[config.mk]
export PLATFORM = sky130hd
export DESIGN_NAME = mux_scan_n
export DESIGN_NICKNAME = d
export VERILOG_FILES = /design/src/rtl/mux_scan_n.sv
export SDC_FILE = /design/constraint.sdc
export NUM_CORES = 1
export LEC_CHECK = 0
export ABC_CLOCK_PERIOD_IN_PS = 5700
export CAP_MARGIN = 0
export CORE_UTILIZATION = 55
export CTS_CLUSTER_DIAMETER = 200
export CTS_CLUSTER_SIZE = 12
export DETAILED_ROUTE_END_ITERATION = 10
export PLACE_DENSITY = 0.84
export SETUP_SLACK_MARGIN = 0.15
export SLEW_MARGIN = 10
export SYNTH_ARGS = -nofsm -noshare
export SYNTH_HDL_FRONTEND = slang
export SYNTH_SLANG_ARGS = --single-unit
export TNS_END_PERCENT = 10
[constraint.sdc]
create_clock -name clk -period 5.7 [get_ports clk]
set_input_delay 0.855 -clock clk [delete_from_list [all_inputs] [get_ports clk]]
set_output_delay 0.855 -clock clk [all_outputs]
set_load 0.02 [all_outputs]
[src/rtl/mux_scan_n.sv]
// N-channel, W-bit registered multiplexer with manual select and an automatic
// scan sequencer; the output is a registered valid/ready stream.
module mux_scan_n #(
    parameter int N_CH    = 10,
    parameter int W       = 1,
    parameter int SEL_W   = 4,
    parameter int DWELL_W = 8
) (
    input  logic                clk,
    input  logic                rst_n,
    input  logic [N_CH*W-1:0]   in_data,
    input  logic                mode,
    input  logic [SEL_W-1:0]    sel,
    input  logic [DWELL_W-1:0]  dwell,
    input  logic                start,
    output logic [W-1:0]        out_data,
    output logic [SEL_W-1:0]    out_ch,
    output logic                out_valid,
    input  logic                out_ready,
    output logic                sel_err,
    output logic                busy,
    output logic                done
);

    typedef enum logic [1:0] {IDLE, SCAN, WAIT} state_t;

    state_t               state, state_next;
    logic [SEL_W-1:0]     ch, ch_next;
    logic [DWELL_W-1:0]   dwell_lat, dwell_lat_next;
    logic [DWELL_W-1:0]   dwell_cnt, dwell_cnt_next;
    logic [W-1:0]         out_data_next;
    logic [SEL_W-1:0]     out_ch_next;
    logic                 out_valid_next, sel_err_next, done_next;
    logic                 slot_free;

    // Out-of-range indices select zero rather than an undefined slice.
    function automatic logic [W-1:0] pick(input logic [N_CH*W-1:0] bus,
                                          input logic [SEL_W-1:0]  idx);
        pick = '0;
        for (int k = 0; k < N_CH; k++) begin
            if (idx == SEL_W'(k)) pick = bus[k*W +: W];
        end
    endfunction

    function automatic logic in_range(input logic [SEL_W-1:0] idx);
        in_range = ({1'b0, idx} < (SEL_W+1)'(N_CH));
    endfunction

    assign slot_free = !out_valid || out_ready;
    assign busy      = (state != IDLE);

    always_ff @(posedge clk) begin
        if (!rst_n) begin
            state     <= IDLE;
            ch        <= '0;
            dwell_lat <= '0;
            dwell_cnt <= '0;
            out_data  <= '0;
            out_ch    <= '0;
            out_valid <= 1'b0;
            sel_err   <= 1'b0;
            done      <= 1'b0;
        end else begin
            state     <= state_next;
            ch        <= ch_next;
            dwell_lat <= dwell_lat_next;
            dwell_cnt <= dwell_cnt_next;
            out_data  <= out_data_next;
            out_ch    <= out_ch_next;
            out_valid <= out_valid_next;
            sel_err   <= sel_err_next;
            done      <= done_next;
        end
    end

    always_comb begin
        state_next     = state;
        ch_next        = ch;
        dwell_lat_next = dwell_lat;
        dwell_cnt_next = dwell_cnt;
        out_data_next  = out_data;
        out_ch_next    = out_ch;
        out_valid_next = out_valid;
        sel_err_next   = sel_err;
        done_next      = 1'b0;

        // An accepted sample retires unless a new load replaces it below.
        if (out_valid && out_ready) out_valid_next = 1'b0;

        case (state)
            IDLE: begin
                if (!mode) begin
                    if (slot_free) begin
                        out_data_next  = pick(in_data, sel);
                        out_ch_next    = sel;
                        sel_err_next   = !in_range(sel);
                        out_valid_next = 1'b1;
                    end
                end else if (start) begin
                    dwell_lat_next = dwell;
                    dwell_cnt_next = '0;
                    ch_next        = '0;
                    state_next     = SCAN;
                end
            end
            SCAN: begin
                if (dwell_cnt != '0) begin
                    dwell_cnt_next = dwell_cnt - DWELL_W'(1);
                end else if (slot_free) begin
                    out_data_next  = pick(in_data, ch);
                    out_ch_next    = ch;
                    sel_err_next   = 1'b0;
                    out_valid_next = 1'b1;
                    dwell_cnt_next = dwell_lat;
                    if (ch == SEL_W'(N_CH-1)) state_next = WAIT;
                    else                      ch_next    = ch + SEL_W'(1);
                end
            end
            WAIT: begin
                // The final sample is always valid here; completion waits for its handshake.
                if (out_ready) begin
                    out_valid_next = 1'b0;
                    done_next      = 1'b1;
                    ch_next        = '0;
                    dwell_cnt_next = '0;
                    state_next     = IDLE;
                end
            end
            default: state_next = IDLE;
        endcase
    end

endmodule

# Yosys cells after proc, flatten, opt, wreduce, memory -nomap -nowiden
# Cells that the tools add are included.
[word_totals]
mem_bits_ro = 0
latch_bits = 0
mem_bits_rw = 0
word_cells = 121
out_inout_bits = 9
n_memories = 0
regBits = 30
input_bits = 27
[classes]
order_cmp = 1
n_mul = 0
n_addsub = 2
bitwise_logic = 0
n_eq_ne = 30
div_mod_pow = 0
shifts = 0
n_reduce_logical = 17
n_mux = 62
[ops]
columns = ["cell", "count"]
rows = [
  ["4-bit 2-to-1 mux", 10],
  ["8-bit 2-to-1 mux", 5],
  ["1-bit 2-to-1 mux", 34],
  ["4-bit by 3-bit == test with 1-bit output (second input constant)", 8],
  ["8-bit case mux with 3 select lines", 1],
  ["2-bit != test (second input constant)", 9],
  ["4-bit by 2-bit == test with 1-bit output (second input constant)", 4],
  ["4-bit == test (second input constant)", 4],
  ["2-bit 2-to-1 mux", 6],
  ["4-bit case mux with 3 select lines", 1],
  ["5-bit AND reduction", 2],
  ["4-bit by 1-bit == test with 1-bit output (second input constant)", 2],
  ["4-bit logical NOT", 2],
  ["4-bit case mux with 2 select lines", 1],
  ["8-bit nonzero test", 1],
  ["8-bit by 1-bit subtractor with 8-bit output (second input constant)", 1],
  ["7-bit AND reduction", 1],
  ["2-bit case mux with 3 select lines", 1],
  ["6-bit AND reduction", 1],
  ["4-bit by 1-bit adder with 4-bit output (second input constant)", 1],
  ["4-bit less-than comparator (second input constant)", 1],
  ["1-bit case mux with 2 select lines", 2],
  ["2-bit nonzero test", 2],
  ["3-bit != test (second input constant)", 1],
  ["10 further kinds", 11],
]

# Depth between registers and ports, before layout
[logic_depth]
depth_word = 14
depth_mapped = 8
ltp_nobuf = 7

# Worst setup path before layout
# OpenSTA, ideal clock, no wires.
[synth_path]
path_type = "input to register"
from = "in out_ready"
to = "reg dwell_cnt[7]"
setup_ps = 119
slack_ps = 3753
arrival_time_ps = 1828
stages = 5
cell_sequence = "nand2b_1 -> clkbuf_1 -> o31ai_4 -> nor3_1 -> o221a_1"
[synth_via]
elab_chain_len = 3
word_cells_on_any_way = 4
[synth_rtl]
columns = ["element", "line_no", "text"]
rows = [
  ["from (decl)", "19", "input logic out_ready,"],
  ["1-bit logical OR", "49", "assign slot_free = !out_valid || out_ready;"],
  ["3-bit != test (no source line)", "--", ""],
  ["5-bit AND reduction (no source line) *", "--", ""],
  ["to (signal assigned)", "67", "dwell_cnt <= dwell_cnt_next;"],
  ["to (decl)", "30", "logic [DWELL_W-1:0] dwell_cnt, dwell_cnt_next;"],
]
# Mark *: on every way between the ends. The rest lies on a longest branch, timed or not.
# A chain may end at the register's enable or synchronous reset.

# Worst setup path in the final report
[layout_path]
from = "reg state[1]"
to = "out busy"
[layout_via]
elab_chain_len = 1
[layout_rtl]
columns = ["element", "line_no", "text"]
rows = [
  ["from (decl)", "27", "state_t state, state_next;"],
  ["from (signal assigned)", "64", "state <= state_next;"],
  ["2-bit nonzero test", "50", "assign busy = (state != IDLE);"],
  ["to (decl)", "21", "output logic busy,"],
]
# No other way between the ends.

==> results.txt <==
Run status: completed
DR DRC count: 0
Register area share after synthesis: 0.323
First-pass GRT wire length: 7270 um
Worst-Margin Slew: 872 ps
Lkg Pwr: 0.804 nW
Critical Path Source Type: register
Cell Area, Synth: 1860 um2
Setup TNS: 0 ps
Initial drt markers: 65
Ys async rst share: 0
Slew margin rel.: 0.418
Post-Place Worst Slack: 2970 ps
Internal: 0.000343 W
CP max FO: 10
MaxCap Viol Count: 0
Clock share of power: 0.245
Worst VDD drop: 0.161 mV
Via count: 1772
WL/cell: 14.2 um
FP Rows: 20
Hold slack: 470 ps
Tcrit/Tclk final: 0.439
Clk_skew: 8.37 ps
H-Tree Depth: 2
Synthesized flop and latch total: 30
CTS Buf Count: 5
Post-synth top cells: nand2_1 (37), dfxtp_1 (30), a21oi_1 (26)
RSZ-0062 raised after global routing: false
Pin count of the biggest net entering global routing: 26
Post-CTS Setup Bufs: 0
PortBufs: 35
Max stage delay on crit path: 610 ps
Finished Core Util: 0.719
Post-CTS resize count: 0
ANT nets after route: 0
CTS tree: yes
Critical path class: register to primary output
Cell Pwr Density: 225 nW/um2
DRT Pass-1 Iters: 4
Antenna violations before repair: 0
GRT Total Usage: 0.266
Die Height: 60.1 um
Synth warnings: 0
Mapped Avg Cell Area: 8.19 um2
Core Area: 3130 um2
Crit end category: primary output
# setup viols final: 0
Psw: 0.000162 W
Sw Share: 0.320
Netlist cell types: 56
Layout overhead on the synthesized area: 21.0%
Synthesized Nets: 259
Top-count cell post-synth: nand2_1
Synth Flop Type: dfxtp_1
Number of global-route vias before repair: 1671
Critical-path top delay cell: clkdlybuf4s50_1
Max clock buf depth: 2
Ant diodes: 0
Initial core utilization: 0.594
HPWL Detailed: 3100 um
Routed WL: 4250 um
Critical path, cell by cell: or2_1 -> clkdlybuf4s50_1
Clk Latency, worst-skew pair: 330 ps
Pwr Total: 0.000505 W
Req. time, crit path: 4850 ps
Yosys top cell by area: dfxtp_1
Share of the synthesized area in the top cell type: 0.323
Worst R2R Setup Slack: 3650 ps
DR vias/cell: 5.93
Hold Crit Class: register to register
Hold bufs inserted after CTS: 0
Root Buffer: clkbuf_4
Die area: 3620 um2
Share of layout cells above drive strength 1: 0.0706
Routability cong.: 0.847
Sequential power share: 0.459
Slew Viols, Final: 0
IO Pins: 36
Critical Path AT: 1650 ps
Total gr overflow: 0
EDFF count, synth: 0
Fin. Hold Viols: 0
Mapped Cells: 227
Largest cells by area after synthesis: dfxtp_1 (32%), nand2_1 (7.5%), a21oi_1 (7.0%), mux2i_1 (4.3%), nor4_4 (3.4%)
Crit path time final: 2500 ps
Final net count: 288
Logic pwr share: 0.296
Fmax: 399 MHz
Final Worst Setup Slack: 3200 ps
Clock transition at path regs: 90 ps
Clock Sinks: 30
Chip width: 60.1 um
[kinds of logic after synthesis]
| group | Yosys count | synth area share |
|---|---|---|
| xor+xnor | 1 | 0.00471 |
| compound gates | 67 | 0.262 |
| buf+inv | 21 | 0.0518 |
| fa+ha+maj | 5 | 0.0336 |
| flops | 30 | 0.323 |
| simple gates | 95 | 0.281 |
| mux | 8 | 0.0431 |
[critical path: cells and delay by family (launching register included)]
kind	cells	cell delay (ps)
AND/OR/NAND/NOR	1	190
buffers and inverters	1	610
flip-flops	1	530
[layout by cell type (no fill, tap or decap), types with 4 or more instances in the layout]
cell type / n
nand3_1: 5
mux2i_1: 8
nor2b_1: 4
nor3_1: 10
inv_1: 8
clkbuf_4: 5
nor2_1: 14
nand2b_1: 5
nand2_1: 37
a311oi_1: 4
o21ai_1: 5
ha_1: 5
dfxtp_1: 30
clkdlybuf4s50_1: 35
a21oi_1: 26
[flip-flops by register name, indices dropped and copies added (netlist names), 2 cells and up]
| register | count |
|---|---|
| out_ch | 4 |
| state | 2 |
| dwell_lat | 8 |
| ch | 4 |
| dwell_cnt | 8 |
[area by class of cell]
type / count / area [um2]
Multi-Input combinational cell: 176 / 1160
Fill cell: 266 / 878
Sequential cell: 30 / 601
Timing Repair Buffer: 35 / 350
Tap cell: 44 / 55.1
Clock buffer: 6 / 51.3
Inverter: 8 / 30.0
[per-stage QoR]
step	instance area [um2]	instances
finish	2250	299
global route	2250	299
CTS	2250	299
detailed placement	2200	293
global placement	2200	293
floorplan	1860	227
[worst paths after layout]
kind / startpoint / to / cells after the start
worst min-delay path: sel_err$_SDFFE_PN0P_ / sel_err$_SDFFE_PN0P_ / 2
worst max register to register: dwell_cnt[0]$_SDFFE_PN0P_ / ch[1]$_SDFFE_PN0P_ / 7
worst max-delay path: state[1]$_SDFFE_PN0P_ / busy / 2
worst min register to register: sel_err$_SDFFE_PN0P_ / sel_err$_SDFFE_PN0P_ / 2
[power groups by stage]
stage          clock network (W)  logic (W)  registers (W)
2_1_floorplan                  0  0.0000959       0.000240
3_3_place_gp                   0   0.000148       0.000236
3_5_place_dp                   0   0.000149       0.000237
4_1_cts                 0.000126   0.000149       0.000232
5_1_grt                 0.000137   0.000165       0.000234
6_report                0.000124   0.000150       0.000232
[layer usage]
layer / routed length (um) / up-vias / part of all wire / track usage
met5: 0 / - / 0 / 0
met4: 34 / 0 / 0.0080 / 0.0963
met3: 259 / 4 / 0.061 / 0.0671
met2: 1840 / 61 / 0.43 / 0.397
met1: 2110 / 825 / 0.50 / 0.367
li1: - / 882 / - / -
Power figures use the tool's default switching activity.
